### config.mk
export PLATFORM = sky130hd
export DESIGN_NAME = sample_readout
export DESIGN_NICKNAME = d
export VERILOG_FILES = /design/src/rtl/scope_pkg.sv /design/src/rtl/readout_fifo2.sv /design/src/rtl/sample_readout.sv
export SDC_FILE = /design/constraint.sdc
export NUM_CORES = 1
export LEC_CHECK = 0
export CORE_MARGIN = 2
export CORE_UTILIZATION = 51
export CTS_CLUSTER_SIZE = 30
export DETAILED_ROUTE_END_ITERATION = 7
export PLACE_DENSITY_LB_ADDON = 0.05
export SYNTH_ARGS = -nofsm -noshare
export SYNTH_HDL_FRONTEND = slang
export SYNTH_SLANG_ARGS = --single-unit
### constraint.sdc
create_clock -name clk -period 3.3 [get_ports clk]
set_input_delay 0.495 -clock clk [delete_from_list [all_inputs] [get_ports clk]]
set_output_delay 0.495 -clock clk [all_outputs]
set_load 0.1 [all_outputs]
### src/rtl/scope_pkg.sv
// rtl/scope_pkg.sv - shared defaults and state type for the sample readout path
package scope_pkg;

  localparam int SR_ADDR_W = 15;
  localparam int SR_DATA_W = 8;

  typedef enum logic [1:0] {
    IDLE  = 2'd0,
    RUN   = 2'd1,
    DRAIN = 2'd2
  } readout_state_t;

  function automatic int depth_for(input int addr_w);
    return 1 << addr_w;
  endfunction

endpackage

### src/rtl/readout_fifo2.sv
// rtl/readout_fifo2.sv - two-entry FIFO with occupancy count, simultaneous push/pop allowed
module readout_fifo2
  import scope_pkg::*;
#(
  parameter int DATA_W = SR_DATA_W
) (
  input  logic              clk,
  input  logic              rst,
  input  logic              clear,
  input  logic              push,
  input  logic [DATA_W-1:0] din,
  input  logic              pop,
  output logic [DATA_W-1:0] dout,
  output logic [1:0]        count
);

  logic [DATA_W-1:0] mem [2];
  logic              rd_ptr;
  logic              wr_ptr;

  always_ff @(posedge clk) begin
    if (rst || clear) begin
      rd_ptr <= 1'b0;
      wr_ptr <= 1'b0;
      count  <= 2'd0;
    end else begin
      if (push) begin
        mem[wr_ptr] <= din;
        wr_ptr      <= ~wr_ptr;
      end
      if (pop) begin
        rd_ptr <= ~rd_ptr;
      end
      count <= count + {1'b0, push} - {1'b0, pop};
    end
  end

  assign dout = mem[rd_ptr];

endmodule

### src/rtl/sample_readout.sv
// rtl/sample_readout.sv - streams a wrapped window of the sample buffer out with backpressure
module sample_readout
  import scope_pkg::*;
#(
  parameter int ADDR_W    = SR_ADDR_W,
  parameter int DATA_W    = SR_DATA_W,
  parameter int BUF_DEPTH = depth_for(ADDR_W)
) (
  input  logic              clk,
  input  logic              rst,
  input  logic              start_i,
  input  logic [ADDR_W-1:0] start_addr_i,
  input  logic [ADDR_W:0]   length_i,
  input  logic              abort_i,
  output logic              busy_o,
  output logic              done_o,
  output logic              ram_en_o,
  output logic [ADDR_W-1:0] ram_addr_o,
  input  logic [DATA_W-1:0] ram_data_i,
  output logic [DATA_W-1:0] m_data_o,
  output logic              m_valid_o,
  input  logic              m_ready_i
);

  readout_state_t    state, state_nxt;
  logic [ADDR_W-1:0] rd_addr;
  logic [ADDR_W:0]   reads_left;
  logic              inflight;
  logic              done_r;

  logic [1:0]        fifo_count;
  logic [DATA_W-1:0] fifo_dout;
  logic              fifo_push, fifo_pop, fifo_empty;
  logic              kill, valid_int, xfer, issue, accept, start_ok, last_xfer;
  logic [1:0]        occ, occ_after;
  logic [ADDR_W-1:0] first_addr;

  assign kill       = rst | abort_i;
  assign fifo_empty = (fifo_count == 2'd0);

  // Returning read data bypasses the empty FIFO so the first sample appears
  // in the same cycle it leaves the buffer.
  assign valid_int = ~fifo_empty | inflight;
  assign xfer      = valid_int & m_ready_i;
  assign fifo_pop  = xfer & ~fifo_empty;
  assign fifo_push = inflight & ~(xfer & fifo_empty);

  assign occ       = fifo_count + {1'b0, inflight};
  assign occ_after = occ - {1'b0, xfer};
  assign issue     = (state == RUN) & ~kill & (occ_after < 2'd2);
  assign last_xfer = (state == DRAIN) & xfer & (occ == 2'd1);

  assign accept     = (state == IDLE) & start_i & ~abort_i;
  assign start_ok   = accept & (length_i != '0);
  assign first_addr = ({1'b0, start_addr_i} >= (ADDR_W+1)'(BUF_DEPTH)) ? '0 : start_addr_i;

  always_comb begin
    state_nxt = state;
    case (state)
      IDLE:    if (start_ok) state_nxt = RUN;
      RUN:     if (issue && reads_left == (ADDR_W+1)'(1)) state_nxt = DRAIN;
      DRAIN:   if (last_xfer) state_nxt = IDLE;
      default: state_nxt = IDLE;
    endcase
    if (abort_i) state_nxt = IDLE;
  end

  always_ff @(posedge clk) begin
    if (rst) begin
      state      <= IDLE;
      rd_addr    <= '0;
      reads_left <= '0;
      inflight   <= 1'b0;
      done_r     <= 1'b0;
    end else begin
      state    <= state_nxt;
      inflight <= issue;
      done_r   <= ~abort_i & ((accept & (length_i == '0)) | last_xfer);
      if (start_ok) begin
        rd_addr    <= first_addr;
        reads_left <= length_i;
      end else if (issue) begin
        rd_addr    <= (rd_addr == ADDR_W'(BUF_DEPTH - 1)) ? '0 : rd_addr + ADDR_W'(1);
        reads_left <= reads_left - (ADDR_W+1)'(1);
      end
    end
  end

  readout_fifo2 #(.DATA_W(DATA_W)) u_fifo (
    .clk   (clk),
    .rst   (rst),
    .clear (abort_i),
    .push  (fifo_push),
    .din   (ram_data_i),
    .pop   (fifo_pop),
    .dout  (fifo_dout),
    .count (fifo_count)
  );

  // Outputs are gated by rst so they read as idle during the reset cycle itself.
  assign busy_o     = (state != IDLE) & ~rst;
  assign done_o     = done_r & ~rst;
  assign ram_en_o   = issue;
  assign ram_addr_o = rst ? '0 : rd_addr;
  assign m_valid_o  = valid_int & ~rst;

  always_comb begin
    m_data_o = '0;
    if (!rst) begin
      if (!fifo_empty)   m_data_o = fifo_dout;
      else if (inflight) m_data_o = ram_data_i;
    end
  end

endmodule

== Word-level counts from Yosys, hierarchy flattened ==
Memories as Yosys holds them, arrays and structs flattened. A register that Yosys moved wholly into a read port is not among the register bits.
Cells that the tools add are included.
Cells by class
  add/subtract/negate cells: 6
  order comparisons: 1
  eq/ne operators: 8
  mux-type cells: 18
  bitwise gates (word level): 26
  reductions and logical operators: 10
Operators with widths (number)
  $mux 15: 4
  $mux 16: 2
  $mux 8: 3
  $and 1x1->1: 16
  $eq 16x1->1 const B: 1
  $logic_not 16->1: 1
  $reduce_bool 16->1: 1
  $sub 16x1->16 const B: 1
  $add 15x1->15 const B: 1
  $eq 15x15->1 const B: 1
  $not 1->1: 7
  $mux 2: 3
  $pmux 2 s3: 1
  $mux 1: 5
  $add 2x1->2: 2
  $eq 2x1->1 const B: 2
  $logic_not 2->1: 2
  $ne 2x2->1 const B: 2
  $reduce_bool 2->1: 2
  $sub 2x1->2: 2
  $or 1x1->1: 3
  $reduce_and 3->1: 1
  $eq 2x2->1 const B: 1
  $lt 2x2->1 const B: 1
  4 further kinds: 4
Storage, ports and cells
  bits in registers: 39
  RAM bits: 16
  bits of input ports: 44
  word-level logic and storage cells: 78
  memories kept: 1
Memories
  u_fifo.mem: words 2, bits a word 8, read ports 1, clocked after Yosys merged registers in 1, write ports 1, RTL line readout_fifo2.sv:17  | logic [DATA_W-1:0] mem [2];

== Longest topological paths before layout ==
Gate-level depths: netlist (run 1).
  depth after elaboration: 10
  depth in mapped cells: 8
  gate-level depth less buffers: 8

== By module ==
A second synthesis (run 1) with hierarchy kept.
Unflattened totals
  cell total of the unflattened synthesis: 366
  area, all modules: 3284.4 sq um
Modules (own cells, without submodules)
  sample_readout: times used 1, cells each 321, area each 2486.1 sq um, sequential area each 700.7 sq um
  readout_fifo2: times used 1, cells each 45, area each 798.3 sq um, sequential area each 580.6 sq um

== Worst setup path after synthesis (run 1) ==
OpenSTA, ideal clock, no wires.
  path kind: register -> output
  start: register u_fifo.count[0]
  end: output ram_en_o
  arrival: 2.640 ns
  path slack: 0.165 ns
  cell stages (with the launch flop): 6
  path through: dfxtp_1 > ha_1 > o311a_1 > or4_4 > inv_1 > clkbuf_1
Between the ends
  word-level cells in the longest chain between the ends: 7
Ends and longest elaborated chain
  start: declaration: RTL line readout_fifo2.sv:14  | output logic [1:0] count
  start signal: assignment: RTL line readout_fifo2.sv:34  | count <= count + {1'b0, push} - {1'b0, pop};
  $logic_not 2->1: RTL line sample_readout.sv:39  | assign fifo_empty = (fifo_count == 2'd0);
  $not 1->1: RTL line sample_readout.sv:43  | assign valid_int = ~fifo_empty | inflight;
  $or 1x1->1: RTL line sample_readout.sv:43
  $and 1x1->1: RTL line sample_readout.sv:44  | assign xfer = valid_int & m_ready_i;
  $sub 2x1->2 *: RTL line sample_readout.sv:49  | assign occ_after = occ - {1'b0, xfer};
  $lt 2x2->1 *: RTL line sample_readout.sv:50  | assign issue = (state == RUN) & ~kill & (occ_after < 2'd2);
  $and 1x1->1 *: RTL line sample_readout.sv:50
  end: declaration: RTL line sample_readout.sv:17  | output logic ram_en_o,
Every way passes the cells marked *; elsewhere a longest branch is shown, timed or not.

== Worst setup path in the final report (run 1) ==
  start: input m_ready_i
  end: output ram_en_o
Between the ends
  word-level cells in the longest chain between the ends: 4
Ends and longest elaborated chain
  start: declaration: RTL line sample_readout.sv:22  | input logic m_ready_i
  $and 1x1->1: RTL line sample_readout.sv:44
  $sub 2x1->2: RTL line sample_readout.sv:49
  $lt 2x2->1: RTL line sample_readout.sv:50
  $and 1x1->1: RTL line sample_readout.sv:50
No other way between the ends.

==> results of run 1 <==
## final cells by class
class	count	area, sq um	share of cell area [%]
Multi-Input combinational cell	276	1730	43.30
Inverter	15	56.30	1.409
Timing Repair Buffer	82	743.2	18.60
Tap cell	75	93.84	2.348
Clock inverter	3	22.52	0.5636
Clock buffer	5	68.82	1.722
Sequential cell	56	1281	32.06
## layer usage
metal	vias to the layer above	part of all wire (%)	GRT usage, %
met4	0	1.5	7.601
li1	1529	-	-
met1	1470	44	33.04
met3	9	6.0	3.976
met5	-	0	0
met2	104	48	40.62
## power by group through the flow
stage / logic (mW) / clock network [mW] / registers, mW
3_3_place_gp: 0.288 / 0 / 0.776
4_1_cts: 0.293 / 0.398 / 0.762
5_1_grt: 0.317 / 0.426 / 0.768
6_report: 0.294 / 0.390 / 0.763
3_5_place_dp: 0.292 / 0 / 0.778
2_1_floorplan: 0.185 / 0 / 0.768
## cell families (layout without fill, tap and decap cells)
| logic type | count (synthesis) | in the layout |
|---|---|---|
| simple gates | 176 | 176 |
| compound gates | 74 | 74 |
| mux | 10 | 10 |
| xor+xnor | 10 | 10 |
| buf+inv | 40 | 105 |
| fa+ha+maj | 6 | 6 |
| flops | 56 | 56 |
## worst max-delay path: cells and delay by family
family | cells | cell delay, ns
simple gates | 1 | 0.67
compound gates | 1 | 0.37
buf+inv | 4 | 1.01
## stage by stage
stage / utilization, % / instance area [sq um] / std cells
final: 67.10 / 3996 / 512
after global routing: 67.10 / 3996 / 512
after CTS: 67.10 / 3996 / 512
after detailed placement: 65.57 / 3905 / 504
after global placement: 65.57 / 3905 / 504
after floorplan: - / 3172 / 372
## final timing paths
path,startpoint,endpoint,slack [ns],depth (start not counted)
setup / recovery,m_ready_i,ram_en_o,0.24,6
hold / removal,rst,reads_left[3]$_SDFFE_PP0P_,0.45,2
setup reg to reg,u_fifo.count[0]$_SDFF_PP0_,reads_left[1]$_SDFFE_PP0P_,0.58,7
hold reg to reg,reads_left[9]$_SDFFE_PP0P_,reads_left[9]$_SDFFE_PP0P_,0.53,2
## flip-flops by register name, summed over array words and instances (netlist names), named ones only
signal and flops:
done_r 1, inflight 1, rd_addr 15, reads_left 16
state 2, u_fifo.count 2, u_fifo.mem 16, u_fifo.rd_ptr 1
u_fifo.wr_ptr 1
## cells in the final DEF, fill, tap and decap left out, types with 4 or more instances in the layout
cell,netlist,layout
a211oi_1,7,7
a21oi_1,6,6
a311oi_1,13,13
a31oi_1,13,13
a32oi_1,4,4
and3_1,6,6
and4_1,5,5
buf_4,0,37
clkbuf_8,0,5
clkdlybuf4s50_1,0,42
dfxtp_1,40,40
edfxtp_1,16,16
ha_1,6,6
inv_1,14,14
mux2i_1,10,10
nand2_1,14,14
nand3_1,10,10
nand3b_1,4,4
nand4_1,6,6
nand4b_1,4,4
nor2_1,63,63
nor2b_1,16,16
nor3_1,9,9
nor3b_1,4,4
nor4_1,17,17
o21ai_0,10,10
o31ai_1,4,4
or4_1,7,7
xnor2_1,7,7
## synth_stat cells, drive strengths merged (2+ instances only)
cell,number,area share [%]
nor2,63,7.5
dfxtp,40,25
clkbuf,21,2.5
nor4,17,3.4
edfxtp,16,15
nor2b,16,3.2
inv,15,1.8
nand2,14,1.7
a311oi,13,3.6
a31oi,13,2.6
mux2i,10,3.2
nand3,10,1.6
o21ai,10,1.6
nor3,9,1.4
or4,8,2.0
a211oi,7,1.7
xnor2,7,1.9
a21oi,6,0.95
and3,6,1.2
ha,6,2.4
nand4,6,1.2
and4,5,1.4
a32oi,4,1.1
buf,4,0.79
nand3b,4,0.95
nand4b,4,1.1
nor3b,4,0.95
o31ai,4,0.95
or2,4,0.79
o221ai,3,0.83
or3,3,0.59
xor2,3,0.83
o211ai,2,0.47
o22ai,2,0.39
o311ai,2,0.55
o41ai,2,0.55
==> flow_summary.toml, run 1 <==
[setup_path]
cp_cell_sequence = "clkdlybuf4s50_1 -> inv_2 -> o311a_1 -> or4_4 -> inv_1 -> buf_12"
arrival_ns = 2.56
crit_required_ns = 2.80
slowest_delay_ns = 0.67
cp-start-kind = "input pin"
worst_setup_path_end_kind = "output pin"
worst-setup-path-type = "input pin to output pin"
critPathSlowestCell = "or4_4"
crit_fanout = 23

[timing]
skew_ns = 0.007617
hold_viol = 0
fin_tns_setup_ns = 0
relSlewSlack_pct = 37.84
worstMarginPinSlew_ns = 0.9289
slew_viol_final = 0
finalCriticalPeriod_ns = 3.055
rsz0062_at_grt = "false"
fmaxAchievable_mhz = 327.3
holdWs_ns = 0.4511
setup_ws_ns = 0.2447
min_period_over_period_pct = 92.59
finalSetupViolCount = 0

[clock_network]
clk_latency_ns = 0.32
ctsHoldBuffers = 0
cts-buffers-inserted = 5
cts_tree = "built"
clock-root-buffer = "clkbuf_8"
clockBufferDepth = 2
clock-sinks = 56
cts_repair_resize_count = 0
postCtsSetupRepairBufs = 0
h-tree-depth = 2
path_clk_slew_ns = 0.10

[power_and_ir_drop]
p_switching_uw = 445.7
finalPower_mw = 1.447
p_clk_share_pct = 26.9
power_switching_share_pct = 30.80
power_frac_comb_pct = 20.3
peakVddDrop_mv = 0.1890
seqPwrFrac_pct = 52.7
internal-power_mw = 1.002
p_per_area_nw_per_um2 = 362.2
leakage_nw = 1.445

[place]
io_buffers = 70
hpwlAfterDp_mm = 6.155
gp_congestion = 0.8805
preCtsSetupSlack_ns = 0.2166

[layout]
nets = 486
nFillCells = 517
drive_gt1_share_pct = 12.36
syn_to_final_growth_pct = 26.00
num_antenna_cells = 0

[global_routing]
grt_first_pass_wirelength_mm = 14.05
grt_pass1_vias = 2871
grt_max_degree = 48
grt_overflow = 0
antenna_found_initial = 0
grt_use_total_pct = 24.56

[yosys]
synth_sequential_area_ratio_pct = 40.39
synth_fa_ha_area_share_pct = 2.367
syn-instance-count = 372
synth-seq-cells = 56
synth-edff-count = 16
synth_xor_area_share_pct = 2.761
yosysUniqueCellTypes = 50
postSynthAreaPerCell_sq_um = 8.526
yosys_warnings = 0
synth_top_family_by_area = "simple AND/OR/NAND/NOR gates"
syn_nets = 422
synthFlopType = "dfxtp_1"
async_flop_share_pct = 0
synth_compound_area_share_pct = 16.80
syn-cell-area_sq_um = 3172
synth_mux_area_share_pct = 3.156
synthSimpleGateAreaFrac_pct = 29.47

[detailed_routing]
wl_mm = 8.485
wl_per_cell_um = 16.57
drtPass1Iterations = 5
drt_iter0_markers = 147
drc = 0
vias = 3112
viasPerCell = 6.078
ant_nets = 0

[floorplan]
start_util_pct = 53.26
dieArea_sq_um = 6866
row_count = 28
die_y_um = 82.86
ios = 71
fp.dieW_um = 82.86
coreArea_sq_um = 5956

[job]
cap_violations = 0

[outcome]
status = "finished clean"

[min_path]
min_path_type = "input pin to register"
No activity file was read; power rests on OpenSTA's default activity.
==> run 2, diff against run 1 <==
CORE_ASPECT_RATIO = 0.75   (was default)
==> run 2 against run 1 <==
  * Die area barely moved
  * Utilization rose by 1.1 points
  * Largest power group unchanged
  * Global-route usage rose by 1.4 points
==> flow_summary.toml, run 2 (synthesized netlist as in run 1, its figures left out) <==
[timing]
holdWs_ns = 0.5235
hold_viol = 0
fmaxAchievable_mhz = 322.7
skew_ns = 0.006033
rsz0062_at_grt = "false"
min_period_over_period_pct = 93.90
fin_tns_setup_ns = 0
finalSetupViolCount = 0
finalCriticalPeriod_ns = 3.099
worstMarginPinSlew_ns = 0.5298
slew_viol_final = 0
relSlewSlack_pct = 64.36

[place]
gp_congestion = 0.9237
hpwlAfterDp_mm = 6.086
placed_area_sq_um = 3924
io_buffers = 70

[layout]
num_antenna_cells = 0
multi_input_area_sq_um = 1730
final_common_cell = "nor2_1"
drive_gt1_share_pct = 12.76
final_area_sq_um = 4035
seqCellArea_sq_um = 1281
reg_top3 = "reads_left: 16 flops, u_fifo.mem: 16 flops, rd_addr: 15 flops"
final_cell_mix = "nor2_1 (63), clkdlybuf4s50_1 (42), dfxtp_1 (40), buf_4 (39), nor4_1 (17)"
nets = 488
nFillCells = 486
syn_to_final_growth_pct = 27.22

[floorplan]
row_count = 24
start_util_pct = 53.62
coreArea_sq_um = 5916
ios = 71
die_y_um = 72.30
dieArea_sq_um = 6872
fp.dieW_um = 95.06

[global_routing]
grt_max_degree = 51
antenna_found_initial = 0
grt_first_pass_wirelength_mm = 14.03
grt_pass1_vias = 2870
grt_overflow = 0
grt_use_total_pct = 25.98

[clock_network]
ctsHoldBuffers = 0
clock-root-buffer = "clkbuf_8"
cts-buffers-inserted = 5
clock-sinks = 56
postCtsSetupRepairBufs = 0
clk_latency_ns = 0.32
clockBufferDepth = 2
cts_repair_resize_count = 0
cts_tree = "built"
path_clk_slew_ns = 0.10
h-tree-depth = 2

[min_path]
min_path_type = "register to register"

[detailed_routing]
drtPass1Iterations = 4
viasPerCell = 6.039
drt_iter0_markers = 208
wl_mm = 8.523
vias = 3122
drc = 0
ant_nets = 0
wl_per_cell_um = 16.49

[outcome]
status = "finished clean"

[setup_path]
worst-setup-path-type = "input pin to output pin"
crit_required_ns = 2.80
arrival_ns = 2.60
worst_setup_path_end_kind = "output pin"
cp-start-kind = "input pin"
crit_fanout = 22

[job]
cap_violations = 0

[power_and_ir_drop]
p_per_area_nw_per_um2 = 377.1
leakage_nw = 1.457
peakVddDrop_mv = 0.2205
finalPower_mw = 1.521
run 2: changes by cell type in the layout (fill, tap and decap cells not counted), sizes merged:
| cell | change |
|---|---|
| buf | +2 |
| bufinv | +1 |
| clkinv | -1 |
| clkinvlp | +1 |
| inv | -1 |
run 2: path summary, 6_finish.rpt:
check                                           startpoint                       to  slack (ns)  depth (start not counted)
worst max-delay path                             m_ready_i                 ram_en_o        0.20                          6
worst min-delay path            u_fifo.rd_ptr$_SDFFE_PP0P_                 register        0.52                          2
worst max register to register  u_fifo.count[0]$_SDFF_PP0_  rd_addr[3]$_SDFFE_PP0P_        0.60                          7
worst min register to register  u_fifo.rd_ptr$_SDFFE_PP0P_                 register        0.52                          2
run 2: stage by stage:
stage          worst slack (ns)  utilization (%)  std cells
5_1_grt                  0.1356            68.21        517
6_report                 0.2012            68.21        517
3_3_place_gp             0.2200            66.33        509
2_1_floorplan            0.1653                -        372
3_5_place_dp             0.2013            66.33        509
4_1_cts                  0.2070            68.21        517
run 2: where the power goes:
part           internal [mW]  switching (mW)  total, mW
Combinational          0.117           0.177      0.294
Clock                  0.225           0.240      0.465
Sequential             0.732          0.0305      0.763
run 2: worst max-delay path, stage by stage:
cell and delay, ns:
clkdlybuf4s50_1 0.53, inv_2 0.06, o311a_1 0.36, or4_4 0.66, inv_1 0.26, buf_12 0.21
run 2: final cells by class:
class                   count  area share, %
multi-input cells         276          42.88
well taps                  78          2.419
repair buffers             84          18.79
clock inverters             3          1.054
clock buffers               5          1.705
flip-flops and latches     56          31.75
inverters                  15          1.395
run 2: metal layers:
metal,wire (um),vias to the layer above,GRT usage [%],part of all wire (%)
li1,-,1530,-,-
met4,46,0,6.763,0.54
met5,0,-,0,0
met1,4039,1447,38.97,47
met2,3750,141,39.28,44
met3,686,4,3.946,8.0
==> RTL change: new RTL, settings of run 1 <==
Encoding of `readout_state_t`: now one-hot (3 bits for 3 states).
--- a/src/rtl/scope_pkg.sv
+++ b/src/rtl/scope_pkg.sv
@@ -4,10 +4,10 @@
   localparam int SR_ADDR_W = 15;
   localparam int SR_DATA_W = 8;
 
-  typedef enum logic [1:0] {
-    IDLE  = 2'd0,
-    RUN   = 2'd1,
-    DRAIN = 2'd2
+  typedef enum logic [2:0] {
+    IDLE  = 3'b001,
+    RUN   = 3'b010,
+    DRAIN = 3'b100
   } readout_state_t;
 
   function automatic int depth_for(input int addr_w);
Check against the original RTL: same outputs for any inputs over 10 cycles, from zero or initial values and one cycle with rst high; not proved beyond that.
==> RTL change against run 1 <==
- sequential power is 1% higher
- final area increased by 2.4%
- sequential cell count increased by 1
- fmax up 12%
- clock skew about the same
- combinational power decreased by 11%
- setup slack gained 0.32 ns
- via count shrank 0.35%
- final cell count grew 3.3%
- clock power increased by 57%
- area after synthesis unchanged
- hold slack improved by 0.048 ns
- routed wire length fell by 0.26%
- total power grew 14%
==> RTL change: results <==
[yosys]
ys_seq_area_frac = 0.4103
synth.distinct_cells = 54
synth-xor-area-share = 0.03590
synthTopCellsByCount = nor2_1 (69), dfxtp_1 (41), nand2_1 (22)
synth_area_leaders = dfxtp_1 (26%), edfxtp_1 (15%), nor2_1 (8.2%)
synth_compound_area_frac = 0.1819
synth_nets = 427
muxShareOfSynthArea = 0.02880

[detailed_routing]
vias = 3101
drt-met1-wl_mm = 3.766
wl_met2_mm = 3.943
wl_per_cell_um = 16.00
drt_iter0_drc = 192
met3_length_um = 570

[power]
ir_drop_uv = 238.5
p_total_mw = 1.645
p_leak_nw = 1.532
switching_power_uw = 448.4

[grt]
grt_max_degree = 58
grt_use_total = 0.2525

[cells_and_area]
nFillCells = 497
drive_gt1_frac = 0.1256
layout.nets = 499

[critical_path]
arrival_ns = 2.25
cp_max_fo = 6

[place]
dpl_cell_area_um2 = 3914
place_hpwl_mm = 6.008
dp.cells = 513

[cts]
clk_pin_slew_worst_paths_ns = 0.06
cts_htree_levels = 3
cts_buffers = 9

[timing]
tightest_slew_ns = 0.7817

[run_status]
status = finished clean
RTL change: cell count changes after synthesis, moves of 4 or more:
cell	delta
nand2_1	+8
nor4_1	-8
a211oi_1	+6
nor2_1	+6
or4_1	-6
a311oi_1	-5
or3_1	+5
a21oi_1	+4
and4_1	-4
clkbuf_1	-4
nand2b_1	+4
RTL change: path summary, 6_finish.rpt:
path,slack [ns],start,endpoint
setup / recovery,0.56,u_fifo.count[0],ram_en_o
hold / removal,0.50,reads_left[12],reads_left[12]
setup reg to reg,0.81,u_fifo.count[0],rd_addr[11]
hold reg to reg,0.50,reads_left[12],reads_left[12]
RTL change: final cells by class:
cell class / count / area share
multi-input combinational: 285 / 0.4210
sequential: 57 / 0.3179
timing repair buffer: 82 / 0.1816
clock buffer: 12 / 0.03302
tap: 75 / 0.02293
inverter: 14 / 0.01284
clock inverter: 4 / 0.01070
